### src/rtl/pipeline_hazard_ctrl_if.sv
// Bundle of the hazard controller's datapath-facing signals.
// The master is the datapath side; the slave is pipeline_hazard_ctrl.
interface pipeline_hazard_ctrl_if;
    logic [4:0]  id_rn;
    logic [4:0]  id_rm;
    logic        id_uses_rn;
    logic        id_uses_rm;
    logic        ex_memread;
    logic [4:0]  ex_rd;
    logic        ex_multicycle;
    logic        br_taken;
    logic        imem_ready;
    logic        pc_we;
    logic        ifid_we;
    logic        ifid_flush;
    logic        idex_we;
    logic        idex_bubble;
    logic        exmem_bubble;
    logic [31:0] stall_cycles;
    logic [31:0] flush_cycles;

    modport master (
        output id_rn, id_rm, id_uses_rn, id_uses_rm, ex_memread, ex_rd,
               ex_multicycle, br_taken, imem_ready,
        input  pc_we, ifid_we, ifid_flush, idex_we, idex_bubble, exmem_bubble,
               stall_cycles, flush_cycles
    );

    modport slave (
        input  id_rn, id_rm, id_uses_rn, id_uses_rm, ex_memread, ex_rd,
               ex_multicycle, br_taken, imem_ready,
        output pc_we, ifid_we, ifid_flush, idex_we, idex_bubble, exmem_bubble,
               stall_cycles, flush_cycles
    );
endinterface

### src/rtl/pipeline_hazard_ctrl.sv
// Stall/flush/bubble controller for the 5-stage pipeline (load-use, branch, fetch wait, multicycle EX).
// Optional performance counters are built when HAZARD_PERF_CNT_EN is defined.
module pipeline_hazard_ctrl #(
    parameter int MC_LAT = 4
) (
    input  logic                  clk,
    input  logic                  reset,
    pipeline_hazard_ctrl_if.slave hz
);
    typedef enum logic [0:0] {RUN, MC_STALL} state_t;

    // The first stall cycle happens in RUN, so the down-counter covers the rest minus release.
    localparam logic [3:0] MC_INIT = 4'(MC_LAT - 2);

    state_t     state_reg, state_next;
    logic [3:0] cnt_reg, cnt_next;
    logic       lu_hazard;
    logic       pc_we, ifid_we, ifid_flush, idex_we, idex_bubble, exmem_bubble;

    assign lu_hazard = hz.ex_memread && (hz.ex_rd != 5'd31) &&
                       ((hz.id_uses_rn && (hz.id_rn == hz.ex_rd)) ||
                        (hz.id_uses_rm && (hz.id_rm == hz.ex_rd)));

    always_comb begin
        pc_we        = 1'b1;
        ifid_we      = 1'b1;
        idex_we      = 1'b1;
        ifid_flush   = 1'b0;
        idex_bubble  = 1'b0;
        exmem_bubble = 1'b0;
        state_next   = state_reg;
        cnt_next     = cnt_reg;
        if (reset) begin
            pc_we        = 1'b0;
            ifid_we      = 1'b0;
            idex_we      = 1'b0;
            ifid_flush   = 1'b1;
            idex_bubble  = 1'b1;
            exmem_bubble = 1'b1;
        end else begin
            case (state_reg)
                RUN: begin
                    if (hz.br_taken) begin
                        ifid_flush  = 1'b1;
                        idex_bubble = 1'b1;
                    end else if (hz.ex_multicycle) begin
                        pc_we        = 1'b0;
                        ifid_we      = 1'b0;
                        idex_we      = 1'b0;
                        exmem_bubble = 1'b1;
                        state_next   = MC_STALL;
                        cnt_next     = MC_INIT;
                    end else if (lu_hazard) begin
                        pc_we       = 1'b0;
                        ifid_we     = 1'b0;
                        idex_bubble = 1'b1;
                    end else if (!hz.imem_ready) begin
                        pc_we      = 1'b0;
                        ifid_flush = 1'b1;
                    end
                end
                MC_STALL: begin
                    // Branch, load-use and fetch state are frozen behind the held IF/ID.
                    if (cnt_reg != 4'd0) begin
                        pc_we        = 1'b0;
                        ifid_we      = 1'b0;
                        idex_we      = 1'b0;
                        exmem_bubble = 1'b1;
                        cnt_next     = cnt_reg - 4'd1;
                    end else begin
                        state_next = RUN;
                    end
                end
                default: state_next = RUN;
            endcase
        end
    end

    always_ff @(posedge clk) begin
        if (reset) begin
            state_reg <= RUN;
            cnt_reg   <= 4'd0;
        end else begin
            state_reg <= state_next;
            cnt_reg   <= cnt_next;
        end
    end

    assign hz.pc_we        = pc_we;
    assign hz.ifid_we      = ifid_we;
    assign hz.ifid_flush   = ifid_flush;
    assign hz.idex_we      = idex_we;
    assign hz.idex_bubble  = idex_bubble;
    assign hz.exmem_bubble = exmem_bubble;

`ifdef HAZARD_PERF_CNT_EN
    logic [31:0] stall_cycles_reg, flush_cycles_reg;

    always_ff @(posedge clk) begin
        if (reset) begin
            stall_cycles_reg <= 32'd0;
            flush_cycles_reg <= 32'd0;
        end else begin
            if (!pc_we)
                stall_cycles_reg <= stall_cycles_reg + 32'd1;
            if (ifid_flush)
                flush_cycles_reg <= flush_cycles_reg + 32'd1;
        end
    end

    assign hz.stall_cycles = stall_cycles_reg;
    assign hz.flush_cycles = flush_cycles_reg;
`else
    assign hz.stall_cycles = 32'd0;
    assign hz.flush_cycles = 32'd0;
`endif
endmodule

### src/flat_wrapper.sv
// flat-port wrapper written by rule: the top's interface ports become plain ports
module pipeline_hazard_ctrl_flat 
#(
    parameter int MC_LAT = 4
)
  (clk, reset, hz_id_rn, hz_id_rm, hz_id_uses_rn, hz_id_uses_rm, hz_ex_memread, hz_ex_rd, hz_ex_multicycle, hz_br_taken, hz_imem_ready, hz_pc_we, hz_ifid_we, hz_ifid_flush, hz_idex_we, hz_idex_bubble, hz_exmem_bubble, hz_stall_cycles, hz_flush_cycles);
  pipeline_hazard_ctrl_if hz_i ();
  input  logic clk;
  input  logic reset;
  input wire logic [$bits(hz_i.id_rn)-1:0] hz_id_rn;
  input wire logic [$bits(hz_i.id_rm)-1:0] hz_id_rm;
  input wire logic [$bits(hz_i.id_uses_rn)-1:0] hz_id_uses_rn;
  input wire logic [$bits(hz_i.id_uses_rm)-1:0] hz_id_uses_rm;
  input wire logic [$bits(hz_i.ex_memread)-1:0] hz_ex_memread;
  input wire logic [$bits(hz_i.ex_rd)-1:0] hz_ex_rd;
  input wire logic [$bits(hz_i.ex_multicycle)-1:0] hz_ex_multicycle;
  input wire logic [$bits(hz_i.br_taken)-1:0] hz_br_taken;
  input wire logic [$bits(hz_i.imem_ready)-1:0] hz_imem_ready;
  output wire logic [$bits(hz_i.pc_we)-1:0] hz_pc_we;
  output wire logic [$bits(hz_i.ifid_we)-1:0] hz_ifid_we;
  output wire logic [$bits(hz_i.ifid_flush)-1:0] hz_ifid_flush;
  output wire logic [$bits(hz_i.idex_we)-1:0] hz_idex_we;
  output wire logic [$bits(hz_i.idex_bubble)-1:0] hz_idex_bubble;
  output wire logic [$bits(hz_i.exmem_bubble)-1:0] hz_exmem_bubble;
  output wire logic [$bits(hz_i.stall_cycles)-1:0] hz_stall_cycles;
  output wire logic [$bits(hz_i.flush_cycles)-1:0] hz_flush_cycles;
  assign hz_i.id_rn = hz_id_rn;
  assign hz_i.id_rm = hz_id_rm;
  assign hz_i.id_uses_rn = hz_id_uses_rn;
  assign hz_i.id_uses_rm = hz_id_uses_rm;
  assign hz_i.ex_memread = hz_ex_memread;
  assign hz_i.ex_rd = hz_ex_rd;
  assign hz_i.ex_multicycle = hz_ex_multicycle;
  assign hz_i.br_taken = hz_br_taken;
  assign hz_i.imem_ready = hz_imem_ready;
  assign hz_pc_we = hz_i.pc_we;
  assign hz_ifid_we = hz_i.ifid_we;
  assign hz_ifid_flush = hz_i.ifid_flush;
  assign hz_idex_we = hz_i.idex_we;
  assign hz_idex_bubble = hz_i.idex_bubble;
  assign hz_exmem_bubble = hz_i.exmem_bubble;
  assign hz_stall_cycles = hz_i.stall_cycles;
  assign hz_flush_cycles = hz_i.flush_cycles;
  pipeline_hazard_ctrl #(.MC_LAT(MC_LAT)) u_core (.clk(clk), .reset(reset), .hz(hz_i));
endmodule
### config.mk
export PLATFORM = sky130hd
export DESIGN_NAME = pipeline_hazard_ctrl_flat
export DESIGN_NICKNAME = d
export VERILOG_FILES = /design/src/rtl/pipeline_hazard_ctrl_if.sv /design/src/rtl/pipeline_hazard_ctrl.sv /design/src/flat_wrapper.sv
export SDC_FILE = /design/constraint.sdc
export NUM_CORES = 1
export LEC_CHECK = 0
export ABC_AREA = 1
export CAP_MARGIN = 20
export CORE_MARGIN = 2
export CORE_UTILIZATION = 25
export DETAILED_ROUTE_END_ITERATION = 10
export PLACE_DENSITY_LB_ADDON = 0.12
export SLEW_MARGIN = 20
export SYNTH_ARGS = -nofsm -noshare
export SYNTH_HDL_FRONTEND = slang
export SYNTH_SLANG_ARGS = --single-unit
### constraint.sdc
create_clock -name clk -period 1.3 [get_ports clk]
set_clock_uncertainty 0.1 [all_clocks]
set_input_delay 0.195 -clock clk [delete_from_list [all_inputs] [get_ports clk]]
set_output_delay 0.195 -clock clk [all_outputs]
set_load 0.1 [all_outputs]
==> flow_summary.toml <==
[detailed_routing]
detail_route.wl_per_cell_um = 7.60
drt_iter0_markers = 17
detail_route.vias_per_cell = 3.39
vias = 915
drcViolationCount = 0
drtAntennaViolNets = 0
drt_pre_antenna_iters = 4
wl_mm = 2.05

[timing]
hold_viol_final = 0
drv_slew = 0
rsz0062_at_grt = "true"
post-route-period-util_pct = 128
fin_ws_ns = -0.365
setup_viol = 10
max_freq_mhz = 601
min_period_ns = 1.66
whs_ns = 0.368

[worst_setup_path]
slowest_delay_ns = 0.32
r2r_cells = 9
cpMaxStageDelayCell = "dfxtp_2"
r2r_start = "u_core.cnt_reg[1]"
path_depth = 7
critPathLaunch = "u_core.cnt_reg[1]"
endpoint_kind = "output pin"
crit_path_start_kind = "register"
cp_top_family = "buffers and inverters"
worstPathMaxFanout = 2
critical_path_class = "register to output pin"
cp_num_buf_inv = 3
critPathArrivalTime_ns = 1.37
worstPathCellList = "inv_2 > ha_4 > a31oi_4 > nor2_2 > nand2_2 > clkinvlp_4 > buf_12"
required_ns = 1.00

[logic_synthesis]
syn_inst = 174
synth_seq_area_share_pct = 9.76
syn_avg_cell_area_um2 = 5.90
synth_area_um2 = 1030
yosysUniqueCellTypes = 18
ys_warn_count = 0
yosys_register_bits = 5

[power]
p_sw_share_pct = 65.6
intPower_mw = 0.622
clockPowerShare_pct = 16.0
combPwrFrac_pct = 74.3
seqPwrFrac_pct = 9.6
powerDensity_nw_per_um2 = 1160
power_switching_mw = 1.19
max-vdd-ir-drop_uv = 694
power_leakage_nw = 0.839
total_power_mw = 1.81

[die]
num_io_pins = 93
num_rows = 23
die_x_um = 68.1
design.core.area_um2 = 3970
die-height_um = 68.1
dieArea_um2 = 4630
start_util_pct = 25.8

[place]
gp_congestion = 0.680
dpl_cell_area_um2 = 1410
post-place-cells = 263
port_buffers = 28
dp_hpwl_mm = 1.73

[layout]
fin_area_um2 = 1550
final-seq-area_um2 = 103
largest_register_ffs = 4
fin_cells = 270
fin_util_pct = 39.1
diodes = 0
multi_input_area_um2 = 719
final_nets = 245
layout-drive-gt1-share_pct = 41.4
fillers = 458
synthToLayoutAreaGrowth_pct = 51.3

[hold_path]
hp-start = "reset"
hold_depth = 3
worstHoldPathType = "input pin to register"

[global_routing]
track_usage_pct = 8.56
grt_pass1_wl_mm = 3.05
grt_pass1_vias = 733
antenna_found_initial = 0
grt_max_degree = 6
grt_overflow_total = 0

[cts]
clockRootBuffer = "clkbuf_8"
htreeDepth = 1
postCtsHoldBufs = 0
clk_pin_slew_worst_paths_ns = 0.04
tritoncts = "done"
clock_path_buffers = 2
cts_buffers = 3
clock_latency_ns = 0.22
cts_sinks = 5

[status]
status = "finished with violations"
violations = "setup timing"

[run]
cap_viol_max_count = 0
==> layer usage <==
metal	routed length (um)	track usage, %
met3	160	0.329
met2	1030	14.6
met5	0	0
met4	19	4.50
met1	839	10.9
==> area by class of cell <==
| type | instances | share of cell area, % |
|---|---|---|
| clock buffers | 4 | 2.90 |
| inverters | 27 | 9.02 |
| multi-input cells | 141 | 46.3 |
| flip-flops and latches | 5 | 6.61 |
| well taps | 50 | 4.03 |
| repair buffers | 43 | 31.1 |
==> stage by stage <==
stage	setup TNS [ns]	worst slack, ns
after global placement	-5.91	-0.904
after detailed placement	-5.71	-0.904
after CTS	-2.29	-0.419
after global routing	-2.74	-0.436
final	-2.01	-0.365
after floorplan	-0.994	-0.395
==> cells by family (layout without fill, tap and decap cells) <==
family	after synthesis	after routing	synth area share, %
AO/OA/AOI/OAI	8	8	4.88
adder cells (fa/ha/maj)	1	1	1.22
buffers and inverters	91	74	56.8
flip-flops	5	5	9.76
other	1	64	0.366
AND/OR/NAND/NOR	68	68	27.0
==> final timing paths <==
path | slack, ns | end
max reg2reg | -0.13 | u_core.cnt_reg[2]
min | 0.37 | u_core.state_reg
max | -0.36 | hz_ifid_we
min reg2reg | 0.41 | u_core.cnt_reg[3]
==> synthesized netlist by cell type <==
library cell	n	share of area, %
nor2_1	13	4.8
a31oi_2	1	1.2
nand4_1	1	0.61
nand3_1	4	2.0
dfxtp_1	5	9.8
conb_1	1	0.37
inv_2	4	1.5
inv_1	22	8.0
ha_1	1	1.2
a21oi_1	2	0.98
o21a_1	1	0.73
buf_4	64	47
clkinv_2	1	0.49
nand2_1	43	16
o21ai_1	3	1.5
nor3_1	3	1.5
nor2_2	4	2.4
o21ai_0	1	0.49
==> worst reg2reg max path: stages (launching register included) <==
cell and delay, ns:
dfxtp_2 0.31, inv_2 0.07, ha_4 0.15, a31oi_4 0.09, nor2_4 0.20, buf_6 0.14
inv_4 0.04, nand2_2 0.04, nor2_1 0.03, nor3_1 0.17
==> cell usage in the layout (no fill, tap or decap) <==
cell type        count
buf_4               13
inv_4                3
conb_1              64
inv_8                3
buf_2                4
nor2_2               3
inv_2                9
nand3_2              1
dfxtp_1              3
o21ai_0              1
buf_8                4
clkinvlp_4           2
a31oi_4              1
o21ai_2              1
inv_1                9
nand2_2             17
nor3_1               3
nand2_1             23
buf_6                8
o21ai_1              2
clkdlybuf4s50_1      2
o21a_1               1
clkbuf_8             3
clkbuf_1             1
dfxtp_2              2
a21oi_1              2
nand3_1              3
nand4_1              1
dlygate4sd2_1        4
ha_4                 1
nand2_4              1
nor2_1              10
nand2_8              2
nor2_4               4
buf_12               8
clkinv_2             1
==> power by group through the flow <==
stage | clock network, mW | logic (mW) | registers [mW]
finish | 0.290 | 1.34 | 0.174
global route | 0.310 | 1.40 | 0.176
CTS | 0.306 | 1.33 | 0.174
detailed placement | 0 | 1.30 | 0.177
global placement | 0 | 1.31 | 0.177
floorplan | 0 | 1.23 | 0.176
==> timing repair <==
action / 4_1_cts / 5_1_grt
endpoints found under the setup margin: 10 / 10
buffers inserted: 3 / 1
resized for setup: 102 / 17
pin swaps: 33 / 23
Power figures use the tool's default switching activity.
==> edit (config.mk and constraints unchanged) <==
Add a define of `HAZARD_PERF_CNT_EN`.
--- a/src/rtl/pipeline_hazard_ctrl.sv
+++ b/src/rtl/pipeline_hazard_ctrl.sv
@@ -2,2 +2,4 @@
 // Optional performance counters are built when HAZARD_PERF_CNT_EN is defined.
+`define HAZARD_PERF_CNT_EN
+
 module pipeline_hazard_ctrl #(
Formal check against the unedited RTL: not equivalent (Yosys sat finds a counterexample within 4 cycles, from zero or initial values and one cycle with reset high).
==> edit against the unedited design <==
Synthesized area rose to 4.3 times the old value; via count rose to 6.3 times the old value; sequential cell count up 64; critical path type unchanged; power rose to 3.6 times the old value; highest routed layer unchanged; critical endpoint is now hz_exmem_bubble; design area rose to 6.5 times the old value; the run still ends with negative setup slack left; critical path depth up 1; setup slack worse by 230 ps; count of clock-buffer cells in the layout up 7; wire length rose to 8.5 times the old value.
==> edit: results (changes against the unedited design) <==
* Syn Area/Cell at 6.21 um^2 (was 5.90 um^2)
* Final weighted congestion of routability-driven global placement at 0.867 (was 0.680)
* Crit-path max FO at 3 (was 2)
* Proportion of layout cells with a drive suffix above 1 at 0.621 (was 0.414)
* Pin count of the biggest net entering global routing at 23 (was 6)
* Total of endpoints with negative setup slack in the final report at 87 (was 10)
* Peak VDD IR at 0.625 mV (was 0.694 mV)
* Run status: finished, violations left (unchanged)
* Total length of routed wires at 17500 um (was 2050 um)
* Leak pwr at 4.62 nW (was 0.839 nW)
* Combined area of the multi-input logic cells at 3640 um^2 (was 719 um^2)
* Reg2reg path depth at 11 (was 9)
* Hold Path Sink: u_core.hz.stall_cycles[11]$_SDFFE_PP0N_ (was u_core.state_reg$_SDFF_PP0_)
* Comb pwr at 1.60 mW (was 1.34 mW)
* Iteration-0 DRC count of the detailed router at 280 (was 17)
* Total Routing Usage GR at 0.186 (was 0.0856)
* Sequential cell power at 2.10 mW (was 174 uW)
* Critical path origin: u_core.cnt_reg[0]$_SDFFE_PP0P_ (was u_core.cnt_reg[1]$_SDFFE_PP0P_)
* Clock-pin transition on the worst setup and hold timing paths at 60 ps (was 40 ps)
* Crit path to: hz_exmem_bubble (was hz_ifid_we)
* Number of I/O port buffers at 92 (was 28)
* Register-to-register setup slack at -560 ps (was -130 ps)
* Detailed placement HPWL at 11500 um (was 1730 um)
* FILL cells at 1485 (was 458)
* Gate power share at 0.246 (was 0.743)
* Post-route setup slack at -599 ps (was -365 ps)
* WHS Path Cells at 3 (unchanged)
* Buffer type at the clock tree root: sky130_fd_sc_hd__clkbuf_16 (was sky130_fd_sc_hd__clkbuf_8)
* Final layout net count at 1039 (was 245)
* Max H-tree Level at 3 (was 1)
* Number of instances in the placed design at 1165 (was 263)
* CTS buffer count at 9 (was 3)
* Crit Reg-Reg Startpoint: u_core.hz.flush_cycles[1]$_SDFFE_PP0P_ (was u_core.cnt_reg[1]$_SDFFE_PP0P_)
* Via count of the first global-routing pass at 5730 (was 733)
* Average vias per placed instance at 4.61 (was 3.39)
* Worst Path Arrival at 1600 ps (was 1370 ps)
* Pre-CTS setup slack at -960 ps (was -904 ps)
* R2R Path End: u_core.hz.flush_cycles[28]$_SDFFE_PP0P_ (was u_core.cnt_reg[2]$_SDFFE_PP0P_)
* Sum of negative setup slack at -26060 ps (was -2010 ps)
* Failing checks: negative setup slack (unchanged)
* DP Area at 8020 um^2 (was 1410 um^2)
edit: changes by cell type in the layout (fill, tap and decap cells not counted), moves of 35 or more:
cell	before	now
sky130_fd_sc_hd__buf_4	13	121
sky130_fd_sc_hd__buf_12	8	76
sky130_fd_sc_hd__buf_6	8	96
sky130_fd_sc_hd__dfxtp_4	0	51
sky130_fd_sc_hd__nand2_1	23	139
sky130_fd_sc_hd__conb_1	64	0
sky130_fd_sc_hd__nand2_4	1	36
sky130_fd_sc_hd__inv_1	9	70
sky130_fd_sc_hd__nor2_1	10	68
edit: per-layer routing:
metal,track usage,share of wire,vias up
met5,0,0,-
met4,0.0642,0.021,0
met3,0.0235,0.032,26
met2,0.343,0.53,116
met1,0.219,0.41,2717
li1,-,-,2870
edit: layout make-up:
type / count / area share
Tap cell: 225 / 0.0278
Clock buffer: 11 / 0.0251
Multi-Input combinational cell: 517 / 0.360
Inverter: 98 / 0.0397
Sequential cell: 69 / 0.157
Timing Repair Buffer: 318 / 0.382
Clock inverter: 5 / 0.00792
edit: repair_timing:
action	CTS	global route
endpoints found under the hold margin	0	0
gates cloned	3	6
setup buffers	40	42
gates resized for setup	178	208
pin swaps	73	104
setup endpoints to repair	118	107
edit: cell families (layout without fill, tap and decap cells):
group | Yosys count | after routing | share of synthesized area
and+or+nand+nor | 426 | 426 | 0.443
buffers and inverters | 118 | 432 | 0.109
DFF | 69 | 69 | 0.316
AOI/OAI and AO/OA | 64 | 64 | 0.0753
xor gates and xnor gates | 24 | 24 | 0.0481
adders and majority gates | 3 | 3 | 0.00859
edit: worst min-delay path, stage by stage:
cell,delay [ps]
sky130_fd_sc_hd__buf_2,120
sky130_fd_sc_hd__buf_4,240
sky130_fd_sc_hd__a21oi_2,130
